**src/rtl/seg_capture.sv**
```systemverilog
// Seven-segment display snooper: debounces multiplexed {dig_sel, seg_in} samples,
// decodes each stable digit and publishes a 4-digit frame once every digit is seen.
module seg_capture #(
  parameter int STABLE_CYCLES = 4
) (
  input  logic        clk,
  input  logic        rst,
  input  logic [6:0]  seg_in,
  input  logic [3:0]  dig_sel,
  output logic [15:0] value,
  output logic        value_valid,
  output logic [3:0]  digit_err
);

  localparam logic [7:0] CNT_MAX = 8'(STABLE_CYCLES);
  localparam logic [7:0] ACC_AT  = 8'(STABLE_CYCLES - 2);

  // Segment decode: bit 4 is the invalid-pattern flag, bits 3:0 the nibble.
  function automatic logic [4:0] decode_seg(input logic [6:0] seg);
    logic [4:0] res;
    case (seg)
      7'h3F:   res = 5'h00;
      7'h06:   res = 5'h01;
      7'h5B:   res = 5'h02;
      7'h4F:   res = 5'h03;
      7'h66:   res = 5'h04;
      7'h6D:   res = 5'h05;
      7'h7D:   res = 5'h06;
      7'h07:   res = 5'h07;
      7'h7F:   res = 5'h08;
      7'h67:   res = 5'h09;
      7'h00:   res = 5'h0F;
      default: res = 5'h1E;
    endcase
    return res;
  endfunction

  function automatic logic is_onehot(input logic [3:0] sel);
    logic res;
    case (sel)
      4'b0001, 4'b0010, 4'b0100, 4'b1000: res = 1'b1;
      default:                            res = 1'b0;
    endcase
    return res;
  endfunction

  logic [10:0] samp_r;
  logic [7:0]  cnt_r;
  logic [15:0] stage_val_r;
  logic [3:0]  stage_err_r;
  logic [3:0]  mask_r;

  logic [10:0] samp_next_s;
  logic        same_s;
  logic [7:0]  cnt_next_s;
  logic        accept_s;
  logic [4:0]  dec_s;
  logic [15:0] stage_val_s;
  logic [3:0]  stage_err_s;
  logic [3:0]  mask_s;
  logic        frame_done_s;

  assign samp_next_s = {dig_sel, seg_in};
  assign same_s      = (samp_next_s == samp_r);
  assign dec_s       = decode_seg(samp_r[6:0]);
  // Fires on the single edge where the run of identical samples reaches STABLE_CYCLES.
  assign accept_s    = same_s && (cnt_r == ACC_AT) && is_onehot(samp_r[10:7]);

  // Saturating stability counter: counts repeats of the held sample.
  always_comb begin
    cnt_next_s = cnt_r;
    if (!same_s) begin
      cnt_next_s = 8'd0;
    end else if (cnt_r < CNT_MAX) begin
      cnt_next_s = cnt_r + 8'd1;
    end else begin
      cnt_next_s = cnt_r;
    end
  end

  // Merge an accepted digit into staging and the capture mask.
  always_comb begin
    stage_val_s = stage_val_r;
    stage_err_s = stage_err_r;
    mask_s      = mask_r;
    if (accept_s) begin
      for (int i = 0; i < 4; i++) begin
        stage_val_s[4*i +: 4] = samp_r[7+i] ? dec_s[3:0] : stage_val_r[4*i +: 4];
        stage_err_s[i]        = samp_r[7+i] ? dec_s[4]   : stage_err_r[i];
      end
      mask_s = mask_r | samp_r[10:7];
    end else begin
      mask_s = mask_r;
    end
  end

  assign frame_done_s = accept_s && (mask_s == 4'hF);

  // State and output registers.
  always_ff @(posedge clk) begin
    if (rst) begin
      samp_r      <= 11'd0;
      cnt_r       <= 8'd0;
      stage_val_r <= 16'd0;
      stage_err_r <= 4'd0;
      mask_r      <= 4'd0;
      value       <= 16'd0;
      digit_err   <= 4'd0;
      value_valid <= 1'b0;
    end else begin
      samp_r      <= samp_next_s;
      cnt_r       <= cnt_next_s;
      stage_val_r <= stage_val_s;
      stage_err_r <= stage_err_s;
      mask_r      <= frame_done_s ? 4'd0 : mask_s;
      value_valid <= frame_done_s;
      if (frame_done_s) begin
        value     <= stage_val_s;
        digit_err <= stage_err_s;
      end else begin
        value     <= value;
        digit_err <= digit_err;
      end
    end
  end

endmodule

```
**config.mk**
```make
export PLATFORM = sky130hd
export DESIGN_NAME = seg_capture
export DESIGN_NICKNAME = d
export VERILOG_FILES = /design/src/rtl/seg_capture.sv
export SDC_FILE = /design/constraint.sdc
export NUM_CORES = 1
export LEC_CHECK = 0
export CORE_ASPECT_RATIO = 1.2
export CORE_MARGIN = 2
export CORE_UTILIZATION = 56
export CTS_CLUSTER_DIAMETER = 50
export CTS_CLUSTER_SIZE = 14
export DETAILED_ROUTE_END_ITERATION = 10
export PLACE_DENSITY = 0.81
export SKIP_LAST_GASP = 1
export SLEW_MARGIN = 10
export SYNTH_ARGS = -nofsm -noshare
export SYNTH_HDL_FRONTEND = slang
export SYNTH_SLANG_ARGS = --single-unit
```
**constraint.sdc**
```tcl
create_clock -name clk -period 3.82 [get_ports clk]
set_input_delay 0.382 -clock clk [delete_from_list [all_inputs] [get_ports clk]]
set_output_delay 0.382 -clock clk [all_outputs]
set_load 0.02 [all_outputs]
```
* Word level (Yosys, flattened, before mapping)
Index checks and enable logic that the tools add are counted.
** Word-level totals
- Bits of input ports :: 13
- Flip-flop bits (word level) :: 64
- Output and inout bits :: 21
- Logic and storage cells :: 49
** Cells by class
- Reduce and logical (&&, ||, !) cells :: 7
- Equal/unequal tests :: 17
- $add $sub $neg :: 1
- $lt $le $gt $ge :: 1
- Muxes and demuxes :: 13
- Bitwise logic cells :: 2
** Operator list (number)
- $pmux W5 S11 :: 1
- $eq A7 B7 Y1 const B :: 7
- $mux W4 :: 6
- $mux W16 :: 1
- $eq A7 B3 Y1 const B :: 2
- $eq A11 B11 Y1 :: 1
- $add A8 B1 Y8 const B :: 1
- $eq A4 B4 Y1 const B :: 2
- $eq A8 B2 Y1 const B :: 1
- $lt A8 B3 Y1 const B :: 1
- $eq A7 B6 Y1 const B :: 1
- $logic_not A7 Y1 :: 1
- $mux W1 :: 5
- $eq A4 B1 Y1 const B :: 1
- $eq A4 B2 Y1 const B :: 1
- $eq A4 B3 Y1 const B :: 1
- $or A4 B4 Y4 :: 1
- $reduce_or A2 Y1 :: 2
- $reduce_or A4 Y1 :: 1
- $logic_and A1 B1 Y1 :: 3
- $not A1 Y1 :: 1

* Longest topological paths before layout
- Depth in word-level cells :: 8
- Mapped depth :: 8
- Depth with buffers taken out :: 6

* Worst setup path before layout
Ideal clock, no wire load.
- Path kind :: register to register
- Start point :: reg samp_r[9]
- End point :: reg value[1]
- Slack :: 1.794 ns
- Library setup time :: 0.135 ns
- Period minus slack after synthesis :: 2.026 ns
- Data arrival time :: 1.891 ns
- Buffers on the path :: 3
- Cell stages (with the launch flop) :: 9
- Data required time :: 3.685 ns
- Path through :: dfxtp_1 -> buf_6 -> or4b_4 -> o311ai_2 -> and3_4 -> and2_1 -> buf_4 -> buf_4 -> a311oi_1
** Between the ends
- Cells in the longest elaborated chain, start to end :: 7
- Elaborated cells between the ends (all ways) :: 14
- Classes of those cells :: 6 x eq/ne; 3 x mux; 1 x bitwise; 4 x reduce/logical
** RTL lines
- start: declaration :: line 47 : logic [10:0] samp_r;
- start signal: assignment :: line 111 : samp_r <= samp_next_s;
- $eq A4 B1 Y1 (tied with other cells) :: line 40 : case (sel)
- $reduce_or A4 Y1 :: line 40
- $mux W1 :: line 40
- $logic_and A1 B1 Y1 :: line 67 : assign accept_s = same_s && (cnt_r == ACC_AT) && is_onehot(samp_r[10:7]);
- $mux W4 :: line 86 : if (accept_s) begin
- $eq A4 B4 Y1 :: line 97 : assign frame_done_s = accept_s && (mask_s == 4'hF);
- $logic_and A1 B1 Y1 :: line 97
- end signal: assignment :: line 118 : value <= stage_val_s;
- end signal: assignment :: line 121 : value <= value;
- end: declaration :: line 10 : output logic [15:0] value,
Parallel ways exist; a longest one is shown, timed or not.
A chain may end at the register's enable or synchronous reset.

* Worst setup path in the final report
- Start point :: reg samp_r[9]
- End point :: reg value[12]
The elaborated chain is that of the path after synthesis.

==> impl_metrics.ini <==
[place]
dp.cells = 380
place.port_buffers = 33
dpl.hpwl_mm = 4.35
place.gp.congestion = 0.882

[cts]
cts-hold-fix-buffers = 0
cts_tree = yes
cts_htree_levels = 3
max_buffers_root_to_sink = 2
worstSkewPairLatency_ps = 350
cts_root_buf = clkbuf_8
cts_resized = 0
cts.sink_count = 64
worst_setup_hold_path_clk_slew_ps = 70
postCtsSetupRepairBufs = 0
cts-buffers-inserted = 9

[logic_synthesis]
most_instantiated_flip_flop_cell_in_the_synthesis_netlist = dfxtp_1
synth_cell_type_count = 44
post_synth_inst_count = 305
number_of_nets_in_the_synthesized_netlist = 320
ys_ff_latch = 64
synth_edf_count = 0
avgSynthCellArea_sq_um = 9.31
synthesis.area_sq_um = 2840
synthArstFlopShare = 0
proportion_of_synthesized_chip_area_in_sequential_cells = 0.451
synth_warnings = 0

[setup_path]
flop2flop_setup_slack_ps = 1250
worstSetupStartpointType = register
timing_worst_setup_path_type = reg -> reg
critPathCaptureType = register
worst-endpoint-arrival_ps = 2820
critical_path.max_stage_delay_ps = 620
critical_path.reg2reg.endpoint = value[12]
r2r_cells = 5
worst-endpoint-required_ps = 4060
rr_startpoint = samp_r[9]
crit_chain = xor2_2 > or4_4 > nor4_2 > a31oi_1 > o32ai_1
critical_path.slowest_cell = dfxtp_1
crit_path_max_fanout = 11

[final_layout]
share_of_post_route_cells_with_drive_strength_above_1 = 0.113
final_cell_mix = 64 x dfxtp_1, 35 x a21oi_1, 33 x clkdlybuf4s50_1, 19 x nor3_1, 15 x nand2_1
antenna_diode_instance_count = 0
fin_cells = 396
multi_input_comb_area_sq_um = 1380
filler_cell_count = 404
storage_element_area_sq_um = 1280
mostFrequentLayoutCell = dfxtp_1
numnets_final = 346
area_growth_syn_to_layout_pct = 19.6
finish.utilization = 0.692

[route]
residual_drc_count = 0
route.vias.total = 2482
route.detailed.wl_per_inst_um = 16.4
drt_pass1_iterations = 5
finalWirelength_mm = 6.49
viasPerCell = 6.27
drt.antenna.violating_nets = 0
detail_route.iter0.violations = 155

[global_routing]
track_usage = 0.249
largest_net_degree_at_the_start_of_global_routing = 49
gr-total-overflow = 0
first_pass_grt_wire_length_mm = 11.1
grt_antenna_before_repair = 0
first_global_vias = 2411

[timing]
fmax_mhz = 389
setup_viol = 0
setup_total_negative_slack_ps = 0
layout_worst_path_cycle_share = 0.674
timing_worst_slew_pin_value_ps = 834
fin_skew_ps = 9.28
timing.max_slew.rel_slack = 0.439
final.hold.worst_slack_ps = 481
min_period_ps = 2570
hold_viol = 0
slew_violations = 0
unrepaired_setup_endpoints_after_global_routing = false

[power]
leakage_nw = 1.12
fin_total_pwr_mw = 1.49
vdd.ir_drop.worst_v = 0.000283
p_per_area_nw_per_um2 = 438

[worst_hold_path]
min_to = value[0]
hold_path.class = reg -> reg
min-delay-start = value[0]
timing.hold.worst_path_depth = 2

[die]
design.die.area_sq_um = 5660
die_w_um = 69.0
fp.coreArea_sq_um = 4900
ioPinCount = 34
rows = 28
starting_utilization_of_the_core_area = 0.579
dieHeight_um = 82.0

[outcome]
run_status = finished clean

[run]
cap_viol_max_count = 0
## report_power, final
group / total (mW) / internal, mW / switching (mW)
combinational: 0.0821 / 0.0359 / 0.0462
sequential: 0.690 / 0.673 / 0.0170
clock: 0.714 / 0.434 / 0.280
total: 1.49 / 1.14 / 0.344
## how the worst max path moves through the flow
stage / from / endpoint / slack (ps) / cells past startpoint
2_1_floorplan: samp_r[9] / value[1] / 1790 / 8
6_report: samp_r[9] / value[12] / 1250 / 5
4_1_cts: samp_r[9] / value[12] / 1230 / 6
3_5_place_dp: seg_in[2] / value[12] / 930 / 7
3_3_place_gp: seg_in[2] / value[11] / 1010 / 7
5_1_grt: samp_r[9] / value[15] / 1020 / 5
## synth_stat cells (2+ instances only)
cell / n / area share
dfxtp_1: 64 / 0.45
a21oi_1: 35 / 0.062
nor3_1: 19 / 0.033
nand2_1: 15 / 0.020
o21ai_0: 12 / 0.021
a311oi_1: 11 / 0.034
nand3_1: 11 / 0.019
nor2b_1: 11 / 0.024
nand4_1: 9 / 0.020
xor2_1: 9 / 0.028
clkbuf_1: 8 / 0.011
nor2_1: 8 / 0.011
o32ai_1: 8 / 0.025
and3_1: 7 / 0.015
buf_4: 7 / 0.019
a2111oi_0: 6 / 0.019
buf_2: 6 / 0.011
inv_1: 6 / 0.0079
nor4_1: 6 / 0.013
xnor2_1: 5 / 0.015
and2_1: 4 / 0.0088
nor4b_1: 4 / 0.012
buf_6: 3 / 0.012
or3_1: 3 / 0.0066
a211oi_1: 2 / 0.0053
a31oi_1: 2 / 0.0044
buf_1: 2 / 0.0026
ha_1: 2 / 0.0088
o22ai_1: 2 / 0.0044
or4_4: 2 / 0.0079
or4b_4: 2 / 0.0097
xor2_2: 2 / 0.011
## per-layer routing
layer | GRT usage | share of wire | up-vias
met5 | 0 | 0 | -
li1 | - | - | 1195
met2 | 0.427 | 0.50 | 99
met4 | 0.157 | 0.028 | 0
met1 | 0.276 | 0.41 | 1170
met3 | 0.0687 | 0.061 | 18
## cell type report
cell class	count	area share
Multi-Input combinational cell	209	0.407
Sequential cell	64	0.377
Timing Repair Buffer	41	0.115
Clock buffer	9	0.0365
Clock inverter	7	0.0354
Tap cell	60	0.0221
Inverter	6	0.00663
## worst max-delay path, delay by kind of cell, from the launching register on
family                    cells  cell delay (ps)
and+or+nand+nor               2             1100
DFF                           1              620
AOI/OAI and AO/OA             2              600
xor gates and xnor gates      1              130
## state kept, by name (all words and copies together), names as in the netlist
register	flops
digit_err	4
samp_r	11
cnt_r	8
value	16
stage_err_r	4
value_valid	1
stage_val_r	16
mask_r	4
## cells by family (layout without fill, tap and decap cells)
family / Yosys count / after routing / share of synthesized area
AO/OA/AOI/OAI: 82 / 82 / 0.189
adder cells (fa/ha/maj): 2 / 2 / 0.00881
flip-flops: 64 / 64 / 0.451
buffers and inverters: 32 / 63 / 0.0621
AND/OR/NAND/NOR: 109 / 109 / 0.234
XOR/XNOR: 16 / 16 / 0.0546
## metrics by stage
step / setup WS [ps] / instance area (sq um)
2_1_floorplan: 1790 / 2840
3_3_place_gp: 1010 / 3150
3_5_place_dp: 931 / 3150
4_1_cts: 1230 / 3400
5_1_grt: 1020 / 3400
6_report: 1250 / 3400
No activity file was read; power rests on OpenSTA's default activity.
